===== src/rtl/powlib_busarb.sv =====
// powlib_busarb -- round-robin write-bus arbiter with a registered output stage.
//
// B_WRS requesters present {address, packed beat} with a valid bit. One
// requester at a time holds the grant g; only that requester sees ready.
// An accepted beat is registered and presented downstream one cycle later,
// tagged with the index of the requester that sourced it.
//
// Handshake (every port): a beat moves on a rising clk edge exactly when the
// port's valid and ready are both high. Valid may rise at any time; once a
// beat is presented on rdaddr/rddata/rdsel it holds until rdrdy takes it.
//
// Optional feature: define POWLIB_BUSARB_BURST_EN to hold a grant across up
// to B_BURST accepted beats (or until the holder drops valid). Without it
// every accepted beat releases the grant, and no beat counter exists.
//
// Ports:
//   clk          rising-edge clock
//   rst          synchronous active-high reset
//   wraddrs      requester addresses, slice i = [B_AW*i +: B_AW]
//   wrdatas      requester packed beats, slice i = [B_DW*i +: B_DW]
//   wrvlds       per-requester valid
//   wrrdys       per-requester ready (one-hot or zero)
//   rdaddr       arbitrated address
//   rddata       arbitrated packed beat
//   rdvld        arbitrated valid
//   rdrdy        downstream ready
//   rdsel        index of the requester that sourced rdaddr/rddata
//   dbg_state_o  FSM state, 0 = IDLE, 1 = BUSY
module powlib_busarb #(
  parameter int B_WRS   = 2,
  parameter int B_AW    = 32,
  parameter int B_DW    = 68,
  parameter int B_BURST = 4,
  parameter int SELW    = 1
) (
  input  logic                   clk,
  input  logic                   rst,
  input  logic [B_AW*B_WRS-1:0]  wraddrs,
  input  logic [B_DW*B_WRS-1:0]  wrdatas,
  input  logic [B_WRS-1:0]       wrvlds,
  output logic [B_WRS-1:0]       wrrdys,
  output logic [B_AW-1:0]        rdaddr,
  output logic [B_DW-1:0]        rddata,
  output logic                   rdvld,
  input  logic                   rdrdy,
  output logic [SELW-1:0]        rdsel,
  output logic                   dbg_state_o
);

  typedef enum logic {
    IDLE = 1'b0,
    BUSY = 1'b1
  } state_t;

  state_t              state_q, state_d;
  logic [SELW-1:0]     p_q, p_d;
  logic [SELW-1:0]     g_q, g_d;
  logic                rdvld_q, rdvld_d;
  logic [B_AW-1:0]     rdaddr_q, rdaddr_d;
  logic [B_DW-1:0]     rddata_q, rddata_d;
  logic [SELW-1:0]     rdsel_q, rdsel_d;

  // Per-requester views of the flattened input buses.
  logic [B_AW-1:0]     addr_a [B_WRS];
  logic [B_DW-1:0]     data_a [B_WRS];

  for (genvar i = 0; i < B_WRS; i++) begin : g_slice
    assign addr_a[i] = wraddrs[B_AW*i +: B_AW];
    assign data_a[i] = wrdatas[B_DW*i +: B_DW];
  end

  logic [SELW-1:0]     g_inc;
  logic                slot_free;
  logic                accept;
  logic                last_beat;
  logic                new_grant;

  assign g_inc     = (g_q == SELW'(B_WRS - 1)) ? '0 : g_q + 1'b1;
  assign slot_free = !rdvld_q || rdrdy;
  assign accept    = (state_q == BUSY) && slot_free && wrvlds[g_q];

  // Round-robin search. In IDLE it starts at p; in BUSY the result is only
  // used on release, where the search starts at the post-release pointer.
  logic [SELW-1:0]     start;
  logic [2*B_WRS-1:0]  rot;
  logic [2*B_WRS-1:0]  probe;
  logic [SELW:0]       sum;
  logic                found;
  logic [SELW-1:0]     win;

  assign start = (state_q == IDLE) ? p_q : g_inc;

  always_comb begin
    rot   = {wrvlds, wrvlds} >> start;
    probe = '0;
    sum   = '0;
    found = 1'b0;
    win   = '0;
    for (int i = 0; i < B_WRS; i++) begin
      probe = rot >> i;
      if (!found && probe[0]) begin
        found = 1'b1;
        sum   = {1'b0, start} + (SELW+1)'(i);
        if (sum >= (SELW+1)'(B_WRS)) begin
          sum = sum - (SELW+1)'(B_WRS);
        end
        win = sum[SELW-1:0];
      end
    end
  end

`ifdef POWLIB_BUSARB_BURST_EN
  localparam int CNTW = (B_BURST > 1) ? $clog2(B_BURST) : 1;

  logic [CNTW-1:0] cnt_q, cnt_d;

  // The beat being accepted now is the last one the grant is allowed.
  assign last_beat = (cnt_q == CNTW'(B_BURST - 1));

  always_comb begin
    cnt_d = cnt_q;
    if (new_grant) begin
      cnt_d = '0;
    end else if (accept) begin
      cnt_d = cnt_q + 1'b1;
    end
  end

  always_ff @(posedge clk) begin
    if (rst) begin
      cnt_q <= '0;
    end else begin
      cnt_q <= cnt_d;
    end
  end
`else
  assign last_beat = 1'b1;
`endif

  // Grant FSM.
  always_comb begin
    state_d   = state_q;
    g_d       = g_q;
    p_d       = p_q;
    new_grant = 1'b0;
    case (state_q)
      IDLE: begin
        if (found) begin
          g_d       = win;
          state_d   = BUSY;
          new_grant = 1'b1;
        end
      end
      BUSY: begin
        if (!wrvlds[g_q] || (accept && last_beat)) begin
          // Release; the search already ran from g+1 over this cycle's
          // valids, so a sole active requester is re-granted without a gap.
          p_d = g_inc;
          if (found) begin
            g_d       = win;
            new_grant = 1'b1;
          end else begin
            state_d = IDLE;
          end
        end
      end
      default: state_d = IDLE;
    endcase
  end

  // Output register: load on accept, drop valid once taken, else hold.
  always_comb begin
    rdvld_d  = rdvld_q;
    rdaddr_d = rdaddr_q;
    rddata_d = rddata_q;
    rdsel_d  = rdsel_q;
    if (accept) begin
      rdvld_d  = 1'b1;
      rdaddr_d = addr_a[g_q];
      rddata_d = data_a[g_q];
      rdsel_d  = g_q;
    end else if (rdrdy) begin
      rdvld_d = 1'b0;
    end
  end

  always_ff @(posedge clk) begin
    if (rst) begin
      state_q  <= IDLE;
      p_q      <= '0;
      g_q      <= '0;
      rdvld_q  <= 1'b0;
      rdaddr_q <= '0;
      rddata_q <= '0;
      rdsel_q  <= '0;
    end else begin
      state_q  <= state_d;
      p_q      <= p_d;
      g_q      <= g_d;
      rdvld_q  <= rdvld_d;
      rdaddr_q <= rdaddr_d;
      rddata_q <= rddata_d;
      rdsel_q  <= rdsel_d;
    end
  end

  // Ready is a function of registered state and rdrdy only.
  always_comb begin
    wrrdys = '0;
    if (state_q == BUSY && slot_free) begin
      wrrdys = B_WRS'(1) << g_q;
    end
  end

  assign rdaddr      = rdaddr_q;
  assign rddata      = rddata_q;
  assign rdvld       = rdvld_q;
  assign rdsel       = rdsel_q;
  assign dbg_state_o = (state_q == BUSY);

endmodule


===== config.mk =====
export PLATFORM = sky130hd
export DESIGN_NAME = powlib_busarb
export DESIGN_NICKNAME = d
export VERILOG_FILES = /design/src/rtl/powlib_busarb.sv
export SDC_FILE = /design/constraint.sdc
export NUM_CORES = 1
export LEC_CHECK = 0
export CORE_MARGIN = 4
export CORE_UTILIZATION = 35
export DETAILED_ROUTE_END_ITERATION = 7
export MAX_ROUTING_LAYER = met4
export PLACE_DENSITY_LB_ADDON = 0.2
export RECOVER_POWER = 100
export SLEW_MARGIN = 20
export SYNTH_ARGS = -nofsm -noshare
export SYNTH_HDL_FRONTEND = slang
export SYNTH_SLANG_ARGS = --single-unit
export TNS_END_PERCENT = 50

===== constraint.sdc =====
create_clock -name clk -period 1.5 [get_ports clk]
set_clock_uncertainty 0.1 [all_clocks]
set_input_delay 0.15 -clock clk [delete_from_list [all_inputs] [get_ports clk]]
set_output_delay 0.15 -clock clk [all_outputs]
set_load 0.02 [all_outputs]

======== Yosys cells after proc, flatten, opt, wreduce, memory -nomap -nowiden ========
Cells that the tools add are included.
storage, ports and cells
  flip-flop bits (word level) ............. 105
  input port bits ......................... 205
  output and inout port bits .............. 105
  word-level logic and storage cells ...... 55
cells by class
  add/subtract/negate cells ............... 4
  magnitude comparators ................... 4
  eq/ne operators ......................... 1
  shifts and indexed selects .............. 2
  multiplexer cells ....................... 25
  bitwise logic cells ..................... 2
  reduce and logical (&&, ||, !) cells .... 10
operator list
  operator                                                                             count
  68-bit 2-to-1 mux                                                                    3
  32-bit 2-to-1 mux                                                                    3
  1-bit 2-to-1 mux                                                                     16
  2-bit greater-or-equal comparator, second input constant                             2
  1-bit one-hot mux with 2 select lines                                                2
  4-bit by 1-bit >> shifter with 2-bit output                                          1
  1-bit logical AND                                                                    3
  1-bit zero test                                                                      3
  1-bit by 1-bit adder with 2-bit output, second input constant                        1
  1-bit by 2-bit greater-or-equal comparator with 1-bit output, second input constant  1
  1-bit logical OR                                                                     2
  1-bit by 2-bit < comparator with 1-bit output, second input constant                 1
  2-bit 2-to-1 mux                                                                     1
  2-bit by 1-bit != test with 1-bit output, second input constant                      1
  1-bit NOT with 2-bit output                                                          1
  2-bit AND reduction                                                                  1
  2-bit nonzero test                                                                   1
  1-bit by 1-bit << shifter with 2-bit output, first input constant                    1
  1-bit subtractor, second input constant                                              2
  1-bit adder, second input constant                                                   1
  1-bit NOT                                                                            1

======== Logic depth before layout (Yosys ltp) ========
Gate-level depths: netlist of the first run.
  word-level depth ........................ 11
  gate-level depth with buffers ........... 6
  depth with buffers taken out ............ 3

======== Worst setup path after synthesis of the first run ========
Ideal clock, no wire load.
  path type ............................... register to output
  start point ............................. register rdvld_q (netlist: rdvld)
  end point ............................... output wrrdys[0]
  arrival time ............................ 1.380 ns
  required time ........................... 1.250 ns
  setup slack ............................. -0.130 ns
  stages on the path, launching flop included .. 7
  path buffers ............................ 3
  path through ............................ dfxtp_1 nand2b_1 buf_2 buf_2 buf_1 nand2_1 nor2_1
on the way
  word-level cells in the longest chain between the ends .. 4
ends and longest elaborated chain
  element                   RTL line  source
  start: declaration        58        logic rdvld_q, rdvld_d;
  start signal: assignment  200       rdvld_q <= rdvld_d;
  1-bit zero test           79        assign slot_free = !rdvld_q || rdrdy;
  1-bit logical OR          79
  1-bit logical AND         210       if (state_q == BUSY && slot_free) begin
  2-bit 2-to-1 mux          210
  end: declaration          41        output logic [B_WRS-1:0] wrrdys,
Every way passes these cells.

======== Worst setup path in the final report of the first run ========
  start point ............................. register g_q
  end point ............................... register rddata_q[27] (netlist: rddata[27])
on the way
  word-level cells in the longest chain between the ends .. 4
  elaborated cells on any way between the ends .. 7
  classes of those cells .................. mux: 5; bitwise: 1; reduce/logical: 1
ends and longest elaborated chain
  element                                                RTL line  source
  start: declaration                                     57        logic [SELW-1:0] g_q, g_d;
  start signal: assignment                               199       g_q <= g_d;
  1-bit NOT with 2-bit output (implied by the code)      180       rddata_d = data_a[g_q];
  68-bit 2-to-1 mux (implied by the code) (3 in series)  180
  end signal: assignment                                 202       rddata_q <= rddata_d;
  end: declaration                                       60        logic [B_DW-1:0] rddata_q, rddata_d;
Parallel ways exist; a longest one is shown, timed or not. The select of a mux whose other input is x is not followed.
A chain may end at the register's enable or synchronous reset.

==> results.toml, run 1 <==
[final_layout]
layout.cells.most_common_list = "202 x clkdlybuf4s50_1, 103 x dlygate4sd2_1, 103 x dfxtp_1"
utilization_pct = 64.5
fillers = 1204
area_growth_pct = 79.1
multi_input_area_um2 = 3460
final_cell_area_um2 = 9880
final_cells = 1019
layout_commonest_cell = "clkdlybuf4s50_1"
drive_gt1_share_pct = 26.6
nets = 1008
register_area_um2 = 2110

[floorplan]
core_area_um2 = 15300
die_w_um = 134
ioPinCount = 310
rows = 45
die-height_um = 134
die-area_um2 = 17800
start_util_pct = 36.0

[grt]
antenna_found_initial = 1
grt_usage_pct = 21.3
globalRoute.totalOverflow = 0
grt_pass1_wl_um = 29900
first_global_vias = 5641
grt_start_max_net_pins = 61

[pwr]
power.share.switching_pct = 30.2
p_per_area_nw_per_um2 = 867
internal_power_mw = 5.98
peakVddDrop_mv = 0.542
power_frac_seq_pct = 36.9
power.net_switching_mw = 2.59
p_clk_share_pct = 29.6
p_leak_nw = 3.74
power_mw = 8.57
pwr-share-comb_pct = 33.6

[clock_tree]
clock_sinks = 105
htree_levels = 3
clkTransAtPathRegs_ns = 0.07
root_buffer = "clkbuf_16"
clock_latency_ns = 0.34
tritoncts = "built"
numCtsBuffers = 9
cts_buffer_depth = 2

[status]
status = "complete, but fails checks"
violations = "negative setup slack"

[job]
maxCapViolCount = 0

[timing]
rsz0062_at_grt = "yes"
setup_viol = 99
final-max-slew-violation-count = 0
timing.hold.ws_ns = 0.150
tightest_slew_ns = 0.555
fin_ws_ns = -0.118
fin_crit_sh_pct = 108
final-hold-violation-count = 0
fin_crit_ns = 1.62
slew_headroom_pct = 63.0
fmax_ghz = 0.618
setup_tns_ns = -6.53

[setup_path]
worst_setup_path_end_kind = "register"
crit_fanout = 32
path_class = "reg2reg"
cp_data_required_time_ns = 1.63
worstPathArrival_ns = 1.75
cp-start-kind = "register"

[yosys]
synth_cells = 502
synth.distinct_cells = 24
synth.avg_cell_area_um2 = 11.0
syn_nets = 707
ys.warnings.count = 0
seq_area_frac_synth_pct = 38.1
ys_ff_latch = 105
synth_area_um2 = 5520
netlist.area_leader.share_pct = 38.1
synth_area_leaders = "dfxtp_1 38%, a211oi_2 23%, mux2i_1 18%"
synth_largest_area_cell = "dfxtp_1"

[worst_hold_path]
hold_class = "in2reg"

[drt]
detail_route.first_pass.iterations = 5
drt_iter0_drc = 244
vias = 5562
avgRoutedWirePerCell_um = 20.6
drc = 0
routed_wl_um = 21000
via_per_inst = 5.46
ant_nets = 0

[placement]
place_ws_ns = -0.309
gp_congestion = 0.783
numPortBuffers = 309
dpl.hpwl_um = 14000
dp_cells = 982
placed_cell_area_um2 = 8880
[kinds of logic (layout without fill, tap and decap cells)]
kind of cell / after synthesis / count (layout) / synth area share [%]
DFF: 105 / 105 / 38.1
other: 0 / 1 / 0
muxes: 102 / 103 / 18.6
AOI/OAI and AO/OA: 207 / 207 / 34.9
and+or+nand+nor: 17 / 19 / 1.61
buffers and inverters: 71 / 373 / 6.80
[final timing paths]
kind / start / slack, ns / end / cells after the start
hold reg to reg: rdsel / 0.43 / rdsel / 2
hold / removal: rst / 0.15 / g_q / 3
setup / recovery: g_q / -0.12 / rddata[27] / 5
setup reg to reg: g_q / -0.12 / rddata[27] / 5
[registers in the layout (all words and copies together) (netlist names)]
| signal | flops |
|---|---|
| p_q | 1 |
| dbg_state_o | 1 |
| rdaddr | 32 |
| rddata | 68 |
| rdvld | 1 |
| rdsel | 1 |
| g_q | 1 |
[Yosys cell counts, drive strengths merged]
library cell  count
a211oi          100
a21boi            1
a21oi             1
a31o              1
a31oi           102
a32o              1
and2              1
and3              2
buf              29
clkbuf           41
dfxtp           105
inv               1
mux2              2
mux2i           100
nand2             1
nand2b            1
nor2              7
nor2b             3
nor4              1
nor4b             1
o21ai             1
[layout make-up]
cell class                      count  area share (%)
Antenna cell                        1          0.0253
Clock inverter                      3           0.658
Clock buffer                       12            2.49
Inverter                            1          0.0380
Tap cell                          211            2.67
Sequential cell                   105            21.3
Multi-Input combinational cell    329            35.0
Timing Repair Buffer              357            37.7
[routing by layer]
metal | wire [µm] | part of all wire (%) | GRT usage [%] | up-vias
li1 | - | - | - | 2598
met1 | 8360 | 40 | 24.4 | 2660
met2 | 10400 | 49 | 35.2 | 275
met3 | 1900 | 9.0 | 6.95 | 29
met4 | 406 | 1.9 | 7.31 | 0
met5 | 0 | 0 | - | -
[timing repair]
action	4_1_cts	5_1_grt
endpoints found under the setup margin	205	103
pin swaps	0	5
hold buffers	0	0
cloned	2	15
setup buffers	5	0
gates resized for setup	133	53
[critical path: stages, from the launching register on]
cell,delay [ns]
dfxtp_4,0.38
mux2_4,0.36
buf_12,0.15
buf_12,0.17
a31oi_2,0.25
a211oi_2,0.06
[power groups by stage]
stage               combinational (mW)  sequential, mW  clock (mW)
finish                            2.88            3.16        2.53
global route                      3.05            3.19        2.69
CTS                               2.63            3.14        2.59
detailed placement                2.68            3.20           0
global placement                  2.63            3.20           0
floorplan                         1.16            3.45           0
Note: power is estimated with default switching activity, not from simulation.
==> inputs of run 2 (changes only) <==
Settings changed: MAX_ROUTING_LAYER met4 to not set.
==> results.toml, run 2 (synthesis results as in run 1) <==
[clock_tree]
clock_sinks = 105
tritoncts = "built"
cts_buffer_depth = 2
clkTransAtPathRegs_ns = 0.07
clock_latency_ns = 0.35
numCtsBuffers = 9
root_buffer = "clkbuf_16"
htree_levels = 3

[setup_path]
r2r_start = "g_q"
path_class = "reg2reg"
cpMaxStageDelayCell = "dfxtp_4"
worstPathArrival_ns = 1.76
worst_setup_path_end_kind = "register"
rrSetupSlack_ns = -0.1
path_buf_inv = 1
r2r_cells = 4
cp-start-kind = "register"
crit_fanout = 20
slowest_delay_ns = 0.38
r2r_end = "rdaddr[29]"
cp_data_required_time_ns = 1.67
critPathTopFamily = "flip-flops"
crit_chain = "mux2_4, and3_4, buf_16, a211oi_2"

[drt]
ant_nets = 0
via_per_inst = 5.40
avgRoutedWirePerCell_um = 20.5
vias = 5471
drc = 0
drt_iter0_drc = 202
routed_wl_um = 20700
detail_route.first_pass.iterations = 4

[floorplan]
ioPinCount = 310
start_util_pct = 36.0
core_area_um2 = 15300
die-height_um = 134
rows = 45
die-area_um2 = 17800
die_w_um = 134

[job]
maxCapViolCount = 0

[worst_hold_path]
min_path_cells = 3
hold_class = "in2reg"
hp-start = "rst"
whs_endpoint = "g_q"

[pwr]
power_mw = 8.52
p_clk_share_pct = 29.6
pwr-share-comb_pct = 33.3
power.share.switching_pct = 30.2
p_leak_nw = 3.69
p_per_area_nw_per_um2 = 871
power_frac_seq_pct = 37.1
internal_power_mw = 5.95
peakVddDrop_mv = 0.546
power.net_switching_mw = 2.57

[status]
status = "complete, but fails checks"
violations = "negative setup slack"

[grt]
grt_start_max_net_pins = 61
antenna_found_initial = 1
grt_pass1_wl_um = 29900
first_global_vias = 5640
globalRoute.totalOverflow = 0
grt_usage_pct = 20.7

[timing]
final-hold-violation-count = 0
slew_headroom_pct = 61.3
fin_ws_ns = -0.0992
fmax_ghz = 0.625
setup_viol = 101
rsz0062_at_grt = "yes"
fin_crit_sh_pct = 107
timing.hold.ws_ns = 0.148
tightest_slew_ns = 0.580
fin_crit_ns = 1.60
final-max-slew-violation-count = 0
setup_tns_ns = -6.11

[final_layout]
layout.cells.most_common_list = "202 x clkdlybuf4s50_1, 103 x dlygate4sd2_1, 103 x dfxtp_1"
drive_gt1_share_pct = 25.7
area_growth_pct = 77.2
utilization_pct = 63.8
largest_reg_flops = 68
final_cell_area_um2 = 9780
nets = 1002
layout_commonest_cell = "clkdlybuf4s50_1"

[placement]
placed_cell_area_um2 = 8880
dpl.hpwl_um = 14000
numPortBuffers = 309
gp_congestion = 0.772
==> run 2: changes by cell type in the layout (fill, tap and decap cells not counted), moves of 2 or more <==
cell and change:
a31oi_1 +3, a31oi_2 -6, a31oi_4 +3, buf_4 +2
buf_6 -4, clkbuf_16 -3
==> run 2: layout make-up <==
class | instances | area, µm²
antenna | 1 | 2.50
clock buffer | 12 | 246
clock inverter | 3 | 65.1
fill | 1225 | 5540
inverter | 1 | 3.75
multi-input combinational | 328 | 3460
sequential | 105 | 2110
tap | 211 | 264
timing repair buffer | 352 | 3630
==> run 2: power groups by stage <==
stage	combinational (mW)	clock [mW]	sequential (mW)
floorplan	1.16	0	3.45
global placement	2.63	0	3.20
detailed placement	2.68	0	3.20
CTS	2.63	2.59	3.14
global route	3.00	2.69	3.19
finish	2.84	2.53	3.16
==> run 2: metal layers <==
| metal | global-route usage (%) | vias up | part of all wire (%) |
|---|---|---|---|
| met5 | 0 | - | 0 |
| met4 | 7.31 | 0 | 2.0 |
| met3 | 7.63 | 27 | 9.1 |
| met2 | 35.2 | 237 | 49 |
| met1 | 23.9 | 2631 | 40 |
| li1 | - | 2576 | - |
==> run 2: worst max-delay path by stage <==
stage | cells after the start | startpoint | to
5_1_grt | 5 | g_q | rddata[24]
6_report | 4 | g_q | rdaddr[29]
3_5_place_dp | 5 | wrvlds[0] | rddata[30]
3_3_place_gp | 4 | rdrdy | wrrdys[1]
4_1_cts | 4 | g_q | rddata[19]
2_1_floorplan | 6 | g_q | rdaddr[0]
==> run 2: worst min-delay path, stage by stage <==
cell	delay, ns
buf_4	0.16
nor2b_1	0.12
a32o_1	0.13
==> run 2: metrics by stage <==
step           instances  setup slack, ns
6_report            1013          -0.0992
5_1_grt             1013           -0.144
4_1_cts             1004          -0.0967
3_5_place_dp         982           -0.309
3_3_place_gp         982           -0.274
2_1_floorplan        502          -0.0230
==> run 2: what timing repair did <==
action                     4_1_cts  5_1_grt
pin swaps                        0        2
hold buffers                     0        0
setup buffers                    5        0
cloned                           2        9
resized for setup              133       51
setup endpoints to repair      205      103
